File: config.mk
export PLATFORM = sky130hd
export DESIGN_NAME = spi_xfer_ctrl_flat
export DESIGN_NICKNAME = d
export VERILOG_FILES = /design/src/rtl/spi_xfer_ctrl_if.sv /design/src/rtl/spi_xfer_ctrl.sv /design/src/flat_wrapper.sv
export SDC_FILE = /design/constraint.sdc
export NUM_CORES = 1
export LEC_CHECK = 0
export ABC_CLOCK_PERIOD_IN_PS = 2200
export CAP_MARGIN = 5
export CORE_UTILIZATION = 46
export DETAILED_ROUTE_END_ITERATION = 10
export PLACE_DENSITY_LB_ADDON = 0.05
export SETUP_SLACK_MARGIN = 0.4
export SKIP_LAST_GASP = 1
export SLEW_MARGIN = 20
export SYNTH_ARGS = -nofsm -noshare
export SYNTH_HDL_FRONTEND = slang
export SYNTH_SLANG_ARGS = --single-unit
File: constraint.sdc
create_clock -name clk -period 2.2 [get_ports clk]
set_input_delay 0.66 -clock clk [delete_from_list [all_inputs] [get_ports clk]]
set_output_delay 0.66 -clock clk [all_outputs]
set_load 0.02 [all_outputs]
File: src/rtl/spi_xfer_ctrl_if.sv
// Handshake bundle between spi_xfer_ctrl and its TX FIFO, shift engine, RX FIFO and host.
// master = the controller side, slave = the surrounding FIFOs/engine/host.
interface spi_xfer_ctrl_if #(
    parameter int WIDTH = 8
);
    logic             start;
    logic [7:0]       burst_len;
    logic             tx_empty;
    logic [WIDTH-1:0] tx_dout;
    logic             tx_re;
    logic             eng_start;
    logic [WIDTH-1:0] eng_txd;
    logic             eng_done;
    logic [WIDTH-1:0] eng_rxd;
    logic             rx_full;
    logic             rx_we;
    logic [WIDTH-1:0] rx_din;
    logic             cs_n;
    logic             busy;
    logic             done;
    logic [7:0]       frame_cnt;
    logic             err_underrun;

    modport master (
        input  start, burst_len, tx_empty, tx_dout, eng_done, eng_rxd, rx_full,
        output tx_re, eng_start, eng_txd, rx_we, rx_din, cs_n, busy, done,
               frame_cnt, err_underrun
    );

    modport slave (
        output start, burst_len, tx_empty, tx_dout, eng_done, eng_rxd, rx_full,
        input  tx_re, eng_start, eng_txd, rx_we, rx_din, cs_n, busy, done,
               frame_cnt, err_underrun
    );
endinterface

File: src/rtl/spi_xfer_ctrl.sv
// SPI burst controller: TX FIFO -> shift engine -> RX FIFO, cs_n held low across a burst.
// Latency: start edge N -> tx_re at N+1, eng_start at N+2; done one cycle after last rx_we.
// Backpressure: stalls in FETCH on tx_empty, in STORE on rx_full; SPI_XFER_TIMEOUT_EN aborts stuck FETCH.
module spi_xfer_ctrl #(
    parameter int WIDTH   = 8,
    parameter int CS_GAP  = 2,
    parameter int TIMEOUT = 16
) (
    input  logic           clk,
    input  logic           rst,
    spi_xfer_ctrl_if.master bus
);
    localparam int GW = (CS_GAP > 1) ? $clog2(CS_GAP) : 1;

    typedef enum logic [2:0] {
        IDLE, FETCH, LAUNCH, SHIFT, STORE, GAP, FINISH
    } state_t;

    state_t           state;
    logic [7:0]       remaining;
    logic [7:0]       frame_cnt_q;
    logic [WIDTH-1:0] eng_txd_q;
    logic [WIDTH-1:0] rx_din_q;
    logic [GW-1:0]    gap_cnt;

    if (TIMEOUT < 1 || TIMEOUT > 255) begin : g_bad_timeout
        $error("spi_xfer_ctrl: TIMEOUT must be 1..255");
    end

`ifdef SPI_XFER_TIMEOUT_EN
    logic [7:0] to_cnt;
    logic       err_q;
`endif

    always_ff @(posedge clk or negedge rst) begin
        if (!rst) begin
            state       <= IDLE;
            remaining   <= 8'd0;
            frame_cnt_q <= 8'd0;
            eng_txd_q   <= '0;
            rx_din_q    <= '0;
            gap_cnt     <= '0;
`ifdef SPI_XFER_TIMEOUT_EN
            to_cnt      <= 8'd0;
            err_q       <= 1'b0;
`endif
        end else begin
            case (state)
                IDLE: begin
                    if (bus.start && bus.burst_len != 8'd0) begin
                        remaining   <= bus.burst_len;
                        frame_cnt_q <= 8'd0;
                        gap_cnt     <= '0;
`ifdef SPI_XFER_TIMEOUT_EN
                        to_cnt      <= 8'd0;
                        err_q       <= 1'b0;
`endif
                        state       <= FETCH;
                    end
                end
                FETCH: begin
                    if (!bus.tx_empty) begin
                        eng_txd_q <= bus.tx_dout;
`ifdef SPI_XFER_TIMEOUT_EN
                        to_cnt    <= 8'd0;
`endif
                        state     <= LAUNCH;
                    end
`ifdef SPI_XFER_TIMEOUT_EN
                    // to_cnt counts empty cycles already seen; this one is number to_cnt+1
                    else if (to_cnt == 8'(TIMEOUT - 1)) begin
                        err_q     <= 1'b1;
                        remaining <= 8'd0;
                        to_cnt    <= 8'd0;
                        state     <= FINISH;
                    end else begin
                        to_cnt <= to_cnt + 8'd1;
                    end
`endif
                end
                LAUNCH: state <= SHIFT;
                SHIFT: begin
                    if (bus.eng_done) begin
                        rx_din_q <= bus.eng_rxd;
                        state    <= STORE;
                    end
                end
                STORE: begin
                    if (!bus.rx_full) begin
                        frame_cnt_q <= frame_cnt_q + 8'd1;
                        remaining   <= remaining - 8'd1;
                        if (remaining == 8'd1) begin
                            state <= FINISH;
                        end else if (CS_GAP > 0) begin
                            gap_cnt <= '0;
                            state   <= GAP;
                        end else begin
                            state <= FETCH;
                        end
                    end
                end
                GAP: begin
                    if (gap_cnt == GW'(CS_GAP - 1)) state <= FETCH;
                    else                            gap_cnt <= gap_cnt + GW'(1);
                end
                FINISH:  state <= IDLE;
                default: state <= IDLE;
            endcase
        end
    end

    // Pop/push strobes qualify on the live FIFO flags so a stalled cycle never moves data.
    assign bus.tx_re     = (state == FETCH) && !bus.tx_empty;
    assign bus.rx_we     = (state == STORE) && !bus.rx_full;
    assign bus.eng_start = (state == LAUNCH);
    assign bus.cs_n      = (state == IDLE) || (state == FINISH);
    assign bus.busy      = (state != IDLE);
    assign bus.done      = (state == FINISH);
    assign bus.eng_txd   = eng_txd_q;
    assign bus.rx_din    = rx_din_q;
    assign bus.frame_cnt = frame_cnt_q;
`ifdef SPI_XFER_TIMEOUT_EN
    assign bus.err_underrun = err_q;
`else
    assign bus.err_underrun = 1'b0;
`endif
endmodule

File: src/flat_wrapper.sv
// flat-port wrapper written by rule: the top's interface ports become plain ports
module spi_xfer_ctrl_flat 
#(
    parameter int WIDTH   = 8,
    parameter int CS_GAP  = 2,
    parameter int TIMEOUT = 16
)
  (clk, rst, bus_start, bus_burst_len, bus_tx_empty, bus_tx_dout, bus_eng_done, bus_eng_rxd, bus_rx_full, bus_tx_re, bus_eng_start, bus_eng_txd, bus_rx_we, bus_rx_din, bus_cs_n, bus_busy, bus_done, bus_frame_cnt, bus_err_underrun);
  spi_xfer_ctrl_if #(.WIDTH(WIDTH)) bus_i ();
  input  logic clk;
  input  logic rst;
  input wire logic [$bits(bus_i.start)-1:0] bus_start;
  input wire logic [$bits(bus_i.burst_len)-1:0] bus_burst_len;
  input wire logic [$bits(bus_i.tx_empty)-1:0] bus_tx_empty;
  input wire logic [$bits(bus_i.tx_dout)-1:0] bus_tx_dout;
  input wire logic [$bits(bus_i.eng_done)-1:0] bus_eng_done;
  input wire logic [$bits(bus_i.eng_rxd)-1:0] bus_eng_rxd;
  input wire logic [$bits(bus_i.rx_full)-1:0] bus_rx_full;
  output wire logic [$bits(bus_i.tx_re)-1:0] bus_tx_re;
  output wire logic [$bits(bus_i.eng_start)-1:0] bus_eng_start;
  output wire logic [$bits(bus_i.eng_txd)-1:0] bus_eng_txd;
  output wire logic [$bits(bus_i.rx_we)-1:0] bus_rx_we;
  output wire logic [$bits(bus_i.rx_din)-1:0] bus_rx_din;
  output wire logic [$bits(bus_i.cs_n)-1:0] bus_cs_n;
  output wire logic [$bits(bus_i.busy)-1:0] bus_busy;
  output wire logic [$bits(bus_i.done)-1:0] bus_done;
  output wire logic [$bits(bus_i.frame_cnt)-1:0] bus_frame_cnt;
  output wire logic [$bits(bus_i.err_underrun)-1:0] bus_err_underrun;
  assign bus_i.start = bus_start;
  assign bus_i.burst_len = bus_burst_len;
  assign bus_i.tx_empty = bus_tx_empty;
  assign bus_i.tx_dout = bus_tx_dout;
  assign bus_i.eng_done = bus_eng_done;
  assign bus_i.eng_rxd = bus_eng_rxd;
  assign bus_i.rx_full = bus_rx_full;
  assign bus_tx_re = bus_i.tx_re;
  assign bus_eng_start = bus_i.eng_start;
  assign bus_eng_txd = bus_i.eng_txd;
  assign bus_rx_we = bus_i.rx_we;
  assign bus_rx_din = bus_i.rx_din;
  assign bus_cs_n = bus_i.cs_n;
  assign bus_busy = bus_i.busy;
  assign bus_done = bus_i.done;
  assign bus_frame_cnt = bus_i.frame_cnt;
  assign bus_err_underrun = bus_i.err_underrun;
  spi_xfer_ctrl #(.WIDTH(WIDTH), .CS_GAP(CS_GAP), .TIMEOUT(TIMEOUT)) u_core (.clk(clk), .rst(rst), .bus(bus_i));
endmodule
Word level (Yosys, flattened, before mapping)
Cells that the tools add are included.
W data, S select, Z words.
{"block": "word_totals", "register_bits": 36, "elab_cells": 57}
{"block": "classes", "n_addsub": 3, "n_eq_ne": 13, "muxes": 18, "n_bitwise": 1, "n_reduce_logical": 16}
{"cell": "$mux W8", "count": 4}
{"cell": "$pmux W8 S2", "count": 2}
{"cell": "$pmux W3 S6", "count": 1}
{"cell": "$mux W3", "count": 5}
{"cell": "$eq A3 B3 Y1 const B", "count": 3}
{"cell": "$add A8 B1 Y8 const B", "count": 1}
{"cell": "$eq A8 B1 Y1 const B", "count": 1}
{"cell": "$ne A2 B2 Y1 const B", "count": 4}
{"cell": "$reduce_bool A8 Y1", "count": 1}
{"cell": "$sub A8 B1 Y8 const B", "count": 1}
{"cell": "$eq A3 B2 Y1 const B", "count": 2}
{"cell": "$reduce_bool A3 Y1", "count": 2}
{"cell": "$reduce_and A5 Y1", "count": 1}
{"cell": "$mux W1", "count": 4}
{"cell": "$ne A2 B1 Y1 const B", "count": 2}
{"cell": "$reduce_and A2 Y1", "count": 2}
{"cell": "$reduce_and A4 Y1", "count": 1}
{"cell": "$eq A3 B1 Y1 const B", "count": 1}
{"cell": "$logic_and A1 B1 Y1", "count": 3}
{"cell": "$logic_not A3 Y1", "count": 1}
{"cell": "$pmux W1 S3", "count": 1}
{"cell": "$reduce_and A3 Y1", "count": 1}
{"cell": "$logic_not A1 Y1", "count": 2}
{"cell": "$mux W2", "count": 1}
{"cell": "4 further kinds", "count": 4}

Logic depth before layout (Yosys ltp)
{"block": "logic_depth", "ltp_word": 4, "ltp_mapped": 7, "mapped_depth_nobuf": 6}

Worst setup path before layout
OpenSTA, ideal clock, no wires.
{"block": "synth_timing", "path_kind": "in2out", "from": "input port bus_rx_full", "to": "output port bus_rx_we", "t_arrival_ps": 1380, "required_time_ps": 1540, "path_slack_ps": 160, "path_stages": 3, "n_path_buf": 1, "path_cell_list": "or4b_4 -> inv_2 -> buf_6"}
{"block": "synth_via", "elab_chain_cells": 2}
{"element": "start, declared", "line": "flat_wrapper.sv:18", "source": "input wire logic [$bits(bus_i.rx_full)-1:0] bus_rx_full;"}
{"element": "$logic_not A1 Y1"}
{"element": "$logic_and A1 B1 Y1", "line": "spi_xfer_ctrl.sv:114", "source": "assign bus.rx_we = (state == STORE) && !bus.rx_full;"}
{"element": "end, declared", "line": "flat_wrapper.sv:22", "source": "output wire logic [$bits(bus_i.rx_we)-1:0] bus_rx_we;"}
Every way passes these cells.

Worst setup path in the final report
Same ends and word-level chain as after synthesis.

==> flow_summary.yaml <==
cells_and_area:
  final_nets: 292
  syn2layout_area_growth_pct: 58.9
  final_util_pct: 79.0
  layout-drive-gt1-share_pct: 38.5
  antenna_cells: 0
  layout_commonest_cell: "dfrtp_1"
  fin_cells: 308
  final_cell_mix: "dfrtp_1 (36), dlygate4sd2_1 (26), buf_4 (22)"
global_route:
  grt_pass1_wl_mm: 8.18
  grt_start_max_net_pins: 37
  grt_pass1_vias: 1735
  grt_use_total_pct: 25.7
  antenna_found_initial: 0
  overflow: 0
floorplanning:
  dieArea_mm2: 0.00433
  chipHeight_um: 65.8
  core_area_mm2: 0.00377
  die_w_um: 65.8
  pin_count: 61
  fp-row-count: 22
  start_util_pct: 49.7
clocking:
  cts.sinks: 36
  root_buffer: "clkbuf_8"
  cts_buffers: 5
  insertion_delay_ps: 290
  htree_levels: 2
  clockBufferDepth: 2
  cts_hold_buf: 0
  cts.reportedPaths.clkPinSlew_ps: 80
  cts_tree: "yes"
detailed_routing:
  wl_met2_mm: 2.87
  drt_iter0_markers: 140
  postRouteAntennaNets: 0
  first_pass_iters: 4
  via_per_inst: 5.60
  dr_total_vias: 1724
  top_layer_used: "met4"
  met1Wirelength_mm: 2.14
  wl_mm: 5.38
  drc_errors: 0
  wl_per_cell_um: 17.5
  wl_met3_um: 307
placement:
  io_buffers: 59
  dp_slack_ps: -759
  gp_congestion: 0.868
  dp_cells: 284
  dp_hpwl_mm: 3.37
critical_path:
  path_max_fanout: 3
  worstPathArrival_ps: 1480
  crit_type: "primary input to output port"
  critPathCaptureType: "output port"
  startpoint_type: "primary input"
  crit_required_ps: 1540
synthesis:
  syn_inst: 169
  synth-seq-area-share_pct: 48.1
  async_reset_ff_share_pct: 100
  syn_nets: 202
  synth-main-ff-cell: "dfrtp_1"
  avgSynthCellArea_um2: 11.1
  synthesis.area_mm2: 0.00187
  synth-edff-count: 0
  ys_types: 49
  ys_warn_count: 0
  ys_ff_latch: 36
timing:
  fin_ws_ps: 58.2
  slew_headroom_pct: 46.5
  slew_viol_final: 0
  fmax_mhz: 467
  tightest_slew_ps: 802
  fin_crit_sh_pct: 97.4
  fin_skew_ps: 10.2
  whs_ps: 443
  finalSetupViolCount: 0
  hold_violations: 0
  period_needed_ps: 2140
  rsz0062_at_grt: "true"
status:
  status: "finished, final reports clean"
power:
  leakagePower_nw: 1.35
  peakVddDrop_v: 0.000683
  power_density_mw_per_mm2: 1300
flow_run:
  maxCapViolations: 0
worst_hold_path:
  hp-class: "primary input to asynchronous set/reset pin"
[worst paths after layout]
path	depth (start not counted)	from	endpoint	slack [ps]
hold reg to reg	1	u_core.bus.rx_din[6]	u_core.bus.rx_din[6]	500
min in group clk	1	u_core.bus.rx_din[6]	u_core.bus.rx_din[6]	500
setup / recovery	4	bus_rx_full	bus_rx_we	60
hold / removal	1	rst	u_core.remaining[3]	440
setup reg to reg	7	u_core.state[1]	u_core.remaining[1]	340
max in group asynchronous	1	rst	u_core.bus.frame_cnt[6]	1230
[state kept, by name (all words and copies together), names as in the netlist]
signal / count
u_core.bus.frame_cnt: 8
u_core.gap_cnt: 1
u_core.bus.rx_din: 8
u_core.bus.eng_txd: 8
u_core.remaining: 8
u_core.state: 3
[per-layer routing]
metal  vias to the layer above  GRT usage [%]
li1                        790              -
met3                        10           6.38
met4                         0           8.70
met5                         -              0
met2                        72           42.9
met1                       852           32.3
[logic make-up (layout without fill, tap and decap cells)]
family	Yosys count	after routing	synth area share [%]
buffers and inverters	18	109	5.41
adder cells (fa/ha/maj)	3	3	2.00
XOR/XNOR	6	6	2.80
flip-flops	36	36	48.1
AO/OA/AOI/OAI	29	29	11.4
AND/OR/NAND/NOR	55	55	17.6
multiplexers	21	21	12.5
other	1	1	0.200
[synth_stat cells, types with 2 or more instances]
library cell / instances / area [um2]
a22oi_1: 2 / 15.0
o22ai_1: 2 / 12.5
inv_2: 2 / 7.51
buf_4: 2 / 15.0
nor4_2: 2 / 25.0
a21oi_1: 2 / 10.0
and3_1: 2 / 12.5
nor3_1: 9 / 45.0
a211oi_1: 2 / 15.0
inv_1: 7 / 26.3
xnor2_1: 2 / 17.5
buf_6: 3 / 33.8
mux2_2: 16 / 180
o32ai_1: 3 / 26.3
a31oi_1: 4 / 25.0
o21ai_0: 6 / 30.0
nor4b_1: 2 / 17.5
ha_1: 3 / 37.5
a2bb2oi_1: 2 / 17.5
nor2_1: 10 / 37.5
xor2_1: 4 / 35.0
buf_2: 3 / 15.0
nand3_1: 2 / 10.0
mux2i_1: 4 / 40.0
nand2_1: 10 / 37.5
nand2b_1: 2 / 12.5
nand4_1: 4 / 25.0
dfrtp_1: 36 / 901
[worst max-delay path, cell delays in order]
cell and delay (ps):
buf_6 100, or4b_4 530, inv_2 80, buf_6 110
[timing repair]
action / 4_1_cts / 5_1_grt
setup endpoints to repair: 48 / 23
buffers inserted: 15 / 1
gates resized for setup: 102 / 20
pin swaps: 11 / 7
[cell type report]
cell class | count | area (um2)
inverters | 9 | 42.5
fillers | 224 | 793
clock buffers | 5 | 68.8
multi-input cells | 115 | 1020
flip-flops and latches | 36 | 901
well taps | 48 | 60.1
repair buffers | 92 | 847
clock inverters | 3 | 42.5
[power breakdown]
group	leakage [nW]	total (mW)	switching (mW)	internal [mW]
Sequential	0.442	1.17	0.237	0.937
Combinational	0.849	2.13	1.05	1.08
Clock	0.0541	0.577	0.242	0.335
Total	1.35	3.88	1.53	2.35
[metrics by stage]
stage | setup TNS (ps) | cell area [um2] | total power, mW
floorplan | 0 | 1900 | 2.18
global placement | -3330 | 2610 | 2.87
detailed placement | -3780 | 2610 | 2.94
CTS | 0 | 2880 | 3.71
global route | 0 | 2980 | 4.08
finish | 0 | 2980 | 3.88
(Power assumes the default switching activity.)
